[src/rtl/wb_up_bridge.sv]
`default_nettype none
// ============================================================================
// Module      : wb_up_bridge
// Description : Wishbone narrow-to-wide bridge. Accepts one narrow request,
//               issues it as a single lane of a wide access, and returns the
//               matching lane of read data (or an error/timeout) to the
//               narrow side.
// Revision    : 1.0 - initial release
// ============================================================================
module wb_up_bridge #(
  parameter int AW     = 32,
  parameter int SDW    = 32,
  parameter int MDW    = 128,
  parameter int TO_CYC = 255
) (
  input  logic                 clk,
  input  logic                 rst_n,
  // narrow (slave-facing) port
  input  logic [AW-1:0]        i_s_wb_adr,
  input  logic [SDW/8-1:0]     i_s_wb_sel,
  input  logic [SDW-1:0]       i_s_wb_dat,
  input  logic                 i_s_wb_we,
  input  logic                 i_s_wb_cyc,
  input  logic                 i_s_wb_stb,
  output logic [SDW-1:0]       o_s_wb_dat,
  output logic                 o_s_wb_ack,
  output logic                 o_s_wb_err,
  // wide (master-facing) port
  output logic [AW-1:0]        o_m_wb_adr,
  output logic [MDW/8-1:0]     o_m_wb_sel,
  output logic [MDW-1:0]       o_m_wb_dat,
  output logic                 o_m_wb_we,
  output logic                 o_m_wb_cyc,
  output logic                 o_m_wb_stb,
  input  logic [MDW-1:0]       i_m_wb_dat,
  input  logic                 i_m_wb_ack,
  input  logic                 i_m_wb_err
);

  localparam int SSW       = SDW / 8;
  localparam int MSW       = MDW / 8;
  localparam int NLANE     = MDW / SDW;
  localparam int LW        = $clog2(MSW);
  localparam int SLW       = $clog2(SSW);
  localparam int LANE_BITS = LW - SLW;
  localparam logic [15:0] TO_LIM = TO_CYC[15:0];

  typedef enum logic [1:0] {
    ST_IDLE = 2'd0,
    ST_BUSY = 2'd1,
    ST_RESP = 2'd2
  } state_t;

  state_t                 state_q, state_d;
  logic [15:0]            cnt_q, cnt_d;
  logic [LANE_BITS-1:0]   lane_q, lane_d;
  logic [AW-1:0]          m_adr_q, m_adr_d;
  logic [MSW-1:0]         m_sel_q, m_sel_d;
  logic [MDW-1:0]         m_dat_q, m_dat_d;
  logic                   m_we_q, m_we_d;
  logic                   m_cyc_q, m_cyc_d;
  logic [SDW-1:0]         s_dat_q, s_dat_d;
  logic                   s_ack_q, s_ack_d;
  logic                   s_err_q, s_err_d;

  // State register and all output flops; reset clears everything at once.
  always_ff @(posedge clk or negedge rst_n) begin
    if (!rst_n) begin
      state_q <= ST_IDLE;
      cnt_q   <= '0;
      lane_q  <= '0;
      m_adr_q <= '0;
      m_sel_q <= '0;
      m_dat_q <= '0;
      m_we_q  <= 1'b0;
      m_cyc_q <= 1'b0;
      s_dat_q <= '0;
      s_ack_q <= 1'b0;
      s_err_q <= 1'b0;
    end else begin
      state_q <= state_d;
      cnt_q   <= cnt_d;
      lane_q  <= lane_d;
      m_adr_q <= m_adr_d;
      m_sel_q <= m_sel_d;
      m_dat_q <= m_dat_d;
      m_we_q  <= m_we_d;
      m_cyc_q <= m_cyc_d;
      s_dat_q <= s_dat_d;
      s_ack_q <= s_ack_d;
      s_err_q <= s_err_d;
    end
  end

  // Next-state logic: capture, wide handshake with timeout/abort, response pulse.
  always_comb begin
    state_d = state_q;
    cnt_d   = cnt_q;
    lane_d  = lane_q;
    m_adr_d = m_adr_q;
    m_sel_d = m_sel_q;
    m_dat_d = m_dat_q;
    m_we_d  = m_we_q;
    m_cyc_d = m_cyc_q;
    s_dat_d = s_dat_q;
    s_ack_d = 1'b0;
    s_err_d = 1'b0;
    case (state_q)
      ST_IDLE: begin
        if (i_s_wb_cyc && i_s_wb_stb) begin
          lane_d            = i_s_wb_adr[LW-1:SLW];
          m_adr_d           = i_s_wb_adr;
          m_adr_d[LW-1:0]   = '0;
          m_sel_d           = '0;
          m_sel_d[i_s_wb_adr[LW-1:SLW]*SSW +: SSW] = i_s_wb_sel;
          m_dat_d           = {NLANE{i_s_wb_dat}};
          m_we_d            = i_s_wb_we;
          m_cyc_d           = 1'b1;
          cnt_d             = '0;
          state_d           = ST_BUSY;
        end
      end
      ST_BUSY: begin
        cnt_d = cnt_q + 16'd1;
        if (!i_s_wb_cyc) begin
          // narrow master gave up: drop the wide cycle silently
          m_cyc_d = 1'b0;
          state_d = ST_IDLE;
        end else if (i_m_wb_err) begin
          // err wins even when ack is asserted alongside it
          m_cyc_d = 1'b0;
          s_err_d = 1'b1;
          state_d = ST_RESP;
        end else if (i_m_wb_ack) begin
          m_cyc_d = 1'b0;
          s_ack_d = 1'b1;
          if (!m_we_q) begin
            s_dat_d = i_m_wb_dat[lane_q*SDW +: SDW];
          end
          state_d = ST_RESP;
        end else if (cnt_q + 16'd1 == TO_LIM) begin
          m_cyc_d = 1'b0;
          s_err_d = 1'b1;
          state_d = ST_RESP;
        end
      end
      ST_RESP: begin
        state_d = ST_IDLE;
      end
      default: begin
        state_d = ST_IDLE;
      end
    endcase
  end

  assign o_s_wb_dat = s_dat_q;
  assign o_s_wb_ack = s_ack_q;
  assign o_s_wb_err = s_err_q;
  assign o_m_wb_adr = m_adr_q;
  assign o_m_wb_sel = m_sel_q;
  assign o_m_wb_dat = m_dat_q;
  assign o_m_wb_we  = m_we_q;
  assign o_m_wb_cyc = m_cyc_q;
  assign o_m_wb_stb = m_cyc_q;

endmodule
`default_nettype wire

[config.mk]
export PLATFORM = sky130hd
export DESIGN_NAME = wb_up_bridge
export DESIGN_NICKNAME = d
export VERILOG_FILES = /design/src/rtl/wb_up_bridge.sv
export SDC_FILE = /design/constraint.sdc
export NUM_CORES = 1
export LEC_CHECK = 0
export BUFFER_PORTS_ARGS = -buffer_cell sky130_fd_sc_hd__clkbuf_2
export CAP_MARGIN = 20
export CORE_AREA = 2 2 161 163
export DETAILED_ROUTE_END_ITERATION = 10
export DIE_AREA = 0 0 163 165
export SLEW_MARGIN = 20
export SYNTH_ARGS = -nofsm -noshare
export SYNTH_HDL_FRONTEND = slang
export SYNTH_SLANG_ARGS = --single-unit
[constraint.sdc]
create_clock -name clk -period 1.66 [get_ports clk]
set_input_delay 0.249 -clock clk [delete_from_list [all_inputs] [get_ports clk]]
set_output_delay 0.249 -clock clk [all_outputs]
set_load 0.005 [all_outputs]
### Word level (Yosys, flattened, before mapping)

Cells that the tools add are included.

* word-level logic and storage cells: 54
* output and inout bits: 213
* input port bits: 203
* register bits after elaboration: 228

* reduce and logical (&&, ||, !) cells: 8
* add/sub/neg operators: 2
* shifts and indexed selects: 3
* bitwise logic cells: 3
* equal/unequal tests: 4
* muxes and demuxes: 23

Operator list (number)
* 128-bit by 8-bit variable part select with 32-bit output: 1
* 4-bit negation with 34-bit output: 1
* 4-bit by 34-bit variable shift with 16-bit output, first input constant: 1
* 4-bit by 34-bit variable part select with 16-bit output: 1
* 16-bit case mux with 2 select lines: 1
* 16-bit by 1-bit adder with 16-bit output, second input constant: 1
* 16-bit bitwise AND: 1
* 16-bit by 8-bit == test with 1-bit output, second input constant: 1
* 16-bit 2-to-1 mux: 1
* 1-bit 2-to-1 mux: 14
* 2-bit 2-to-1 mux: 5
* 2-bit AND reduction: 3
* 5-bit != test, second input constant: 1
* 5-bit AND reduction: 1
* 2-bit case mux with 2 select lines: 1
* 3-bit AND reduction: 1
* 2-bit by 1-bit == test with 1-bit output, second input constant: 1
* 2-bit zero test: 1
* 2-bit != test, second input constant: 1
* 1-bit NOT: 2
* 1-bit case mux with 2 select lines: 1
* 2-bit nonzero test: 1
* 1-bit logical AND: 1

### Longest topological paths before layout

* word-level depth: 7
* depth in mapped cells: 7

### Worst setup path before layout

Ideal clock, no wire load.

* kind: reg-to-reg
* start: register lane_q[0]
* end: register s_dat_q[2] (netlist: o_s_wb_dat[2])
* library setup time: 0.127 ns
* path slack: -0.146 ns
* path buffers: 2
* required time: 1.533 ns
* clock period less this slack: 1.806 ns
* stages on the path, launching flop included: 5
* data arrival time: 1.679 ns
* cell sequence: dfrtp_1 clkbuf_1 buf_2 mux4_2 mux2_1

* longest elaborated chain between the ends: 1

RTL lines
* from (decl): line 56 `logic [LANE_BITS-1:0] lane_q, lane_d;`
* from (signal assigned): line 83 `lane_q <= lane_d;`
* 128-bit by 8-bit variable part select with 32-bit output: line 138 `s_dat_d = i_m_wb_dat[lane_q*SDW +: SDW];`
* to (signal assigned): line 89 `s_dat_q <= s_dat_d;`
* to (decl): line 62 `logic [SDW-1:0] s_dat_q, s_dat_d;`

No other way between the ends.
A chain may end at the register's enable or synchronous reset.

### Final worst setup path

* start: register cnt_q[0]
* end: register m_cyc_q (netlist: o_m_wb_cyc)

* longest elaborated chain between the ends: 4

RTL lines
* from (decl): line 55 `logic [15:0] cnt_q, cnt_d;`
* from (signal assigned): line 82 `cnt_q <= cnt_d;`
* 16-bit by 1-bit adder with 16-bit output: line 141 `end else if (cnt_q + 16'd1 == TO_LIM) begin`
* 16-bit by 8-bit == test with 1-bit output: line 141
* 5-bit != test (no source line)
* 3-bit AND reduction (no source line)
* to (signal assigned): line 88 `m_cyc_q <= m_cyc_d;`
* to (decl): line 61 `logic m_cyc_q, m_cyc_d;`

No other way between the ends.

==> impl_metrics.json <==
{
  "synth_edf_count": 0,
  "drv_slew": 0,
  "arrival_ns": 2.00,
  "crit_fanout": 4,
  "drc": 0,
  "rsz0062_at_grt": "yes",
  "power_leakage_nw": 5.26,
  "num_vias": 6165,
  "drt-initial-drc-count": 347,
  "synth_area_leaders": "dfrtp_1, nand2_1, buf_4",
  "fmax_mhz": 585,
  "core_sq_um": 25000,
  "netlist_area_sq_um": 6990,
  "gp_congestion": 0.819,
  "yosys.area.top_type": "dfrtp_1",
  "finalWirelength_mm": 22.3,
  "status": "finished with violations",
  "timing.hold.ws_ns": 0.0240,
  "grt-ovfl-total": 0,
  "fin_util_pct": 39.1,
  "grt_max_degree": 46,
  "fin_skew_ns": 0.00951,
  "setup_viol": 4,
  "grt_pass1_wl_mm": 32.1,
  "ant_nets": 0,
  "cts.sinks": 132,
  "cts_buffer_depth": 2,
  "wl_per_cell_um": 16.4,
  "crit_type": "register to register",
  "drive_above_1_share_pct": 56.1,
  "power.density_cell_area_nw_per_um2": 1190,
  "via_per_inst": 4.53,
  "synth-async-reset-ratio_pct": 100,
  "path_clk_slew_ns": 0.06,
  "synth_cell_types": 50,
  "cts_buffers": 17,
  "finalSetupTns_ns": -0.162,
  "min_period_ns": 1.71,
  "total_power_mw": 11.6,
  "synthCells": 671,
  "ioPinCount": 416,
  "cts-root-buf": "clkbuf_16",
  "track_usage_pct": 15.7,
  "num_antenna_cells": 0,
  "synth_common_cells": "nand2_1, dfrtp_1, buf_4, mux4_2, mux2_2",
  "cap_violations": 0,
  "die_h_um": 165,
  "num_rows": 58,
  "grt_pass1_vias": 5595,
  "areaGrowthSynthToFinish_pct": 40.1,
  "multiInputGateArea_sq_um": 2850,
  "cts_tree": "done",
  "yosysSeqAreaShare_pct": 47.3,
  "dr.pass1.iters": 5,
  "fin_crit_sh_pct": 103,
  "fin_nets": 1227,
  "worst_hold_path_type": "input port to register",
  "synth.top_cell.area_share_pct": 47.3,
  "io_buffers": 409,
  "seqCellArea_sq_um": 3310,
  "yosys_warnings": 0,
  "critPathRequiredTime_ns": 1.95,
  "die_width_um": 163,
  "finalHoldViolCount": 0,
  "synthMostInstantiatedCell": "nand2_1",
  "ir_worst_vdd_uv": 603,
  "ys_ff_latch": 132,
  "dpl_worst_slack_ns": -0.108,
  "h-tree-depth": 4,
  "die-area_sq_um": 26900,
  "clk_latency_ns": 0.41,
  "violations": "setup timing",
  "antenna_found_initial": 0,
  "fill_cells": 2478,
  "syn_avg_cell_area_sq_um": 10.4,
  "detailed_place_hpwl_mm": 17.4,
  "ys.flop_type": "dfrtp_1",
  "worstSetupStartpointType": "register",
  "cp-end-kind": "register",
  "start_util_pct": 27.9,
  "setup_ws_ns": -0.0508
}
## cell usage in the layout, fill, tap and decap left out, drive strengths merged, types with 5 or more instances in the layout
cell type,instances
a22o,16
inv,8
nor3,6
clkbuf,426
dfrtp,132
nand3,5
nand4,8
mux2,32
bufinv,5
ha,6
nor2,7
a21oi,9
mux4,32
o21ai,27
buf,51
nand2,211
## flip-flops by register name (all words and copies together) (netlist names)
signal and flops:
o_s_wb_dat 32, o_m_wb_we 1, o_m_wb_dat 32, o_m_wb_adr 28, o_m_wb_sel 16, cnt_q 16
o_s_wb_ack 1, o_s_wb_err 1, o_m_wb_cyc 1, lane_q 2, state_q 2
## critical path, stage by stage (launching register included)
cell and delay, ns:
dfrtp_1 0.39, buf_6 0.13, ha_4 0.16, buf_4 0.14, xor2_1 0.13, nand2_1 0.09
a211oi_2 0.21, o2111a_2 0.26, a21oi_1 0.08
## through the flow
step	cells	area, sq um
2_1_floorplan	674	7030
3_3_place_gp	1326	9030
3_5_place_dp	1326	9030
4_1_cts	1360	9730
5_1_grt	1361	9790
6_report	1361	9790
## final timing paths
kind                                start        endpoint  slack, ns  cells after the start
max                              cnt_q[0]      o_m_wb_cyc      -0.05                      8
min                        i_s_wb_adr[15]  o_m_wb_adr[15]       0.02                      3
max reg2reg                      cnt_q[0]      o_m_wb_cyc      -0.05                      8
min reg2reg                o_m_wb_adr[31]  o_m_wb_adr[31]       0.47                      2
max in group asynchronous           rst_n        cnt_q[1]       0.74                      3
min in group asynchronous           rst_n  o_s_wb_dat[26]       0.36                      2
## power by group
| group | total, mW | switching [mW] | leakage [nW] | internal, mW |
|---|---|---|---|---|
| combinational | 3.04 | 1.38 | 3.26 | 1.66 |
| sequential | 4.38 | 0.537 | 1.70 | 3.85 |
| clock | 4.21 | 1.52 | 0.312 | 2.69 |
## layer usage
metal  vias to the layer above  GRT usage, %  share of wire, %
met3                        14          3.44               5.7
li1                       2876             -                 -
met1                      3016          22.0                44
met5                         -             0                 0
met2                       259          24.6                49
met4                         0          4.06              0.83
## cells by family (layout without fill, tap and decap cells)
| logic type | count (synthesis) | after routing | share of synthesized area, % |
|---|---|---|---|
| AO/OA/AOI/OAI | 68 | 68 | 6.48 |
| buffers and inverters | 140 | 497 | 13.5 |
| AND/OR/NAND/NOR | 257 | 257 | 15.7 |
| XOR/XNOR | 3 | 3 | 0.376 |
| multiplexers | 64 | 64 | 15.5 |
| flip-flops | 132 | 132 | 47.3 |
| adder cells (fa/ha/maj) | 6 | 6 | 1.07 |
| other | 1 | 4 | 0.0537 |
## final cells by class
| type | count | share of cell area, % |
|---|---|---|
| inverter | 4 | 0.153 |
| timing repair buffer | 461 | 26.1 |
| multi-input combinational | 402 | 29.1 |
| tap | 330 | 4.22 |
| clock inverter | 14 | 2.28 |
| clock buffer | 18 | 4.39 |
| sequential | 132 | 33.8 |
## what timing repair did
item / 4_1_cts / 5_1_grt
gates resized for setup: 8 / 11
endpoints found under the hold margin: 39 / 0
buffers inserted: 0 / 1
hold buffers: 2 / 0
setup endpoints to repair: 16 / 11
pin swaps: 3 / 5
Power figures use the tool's default switching activity.
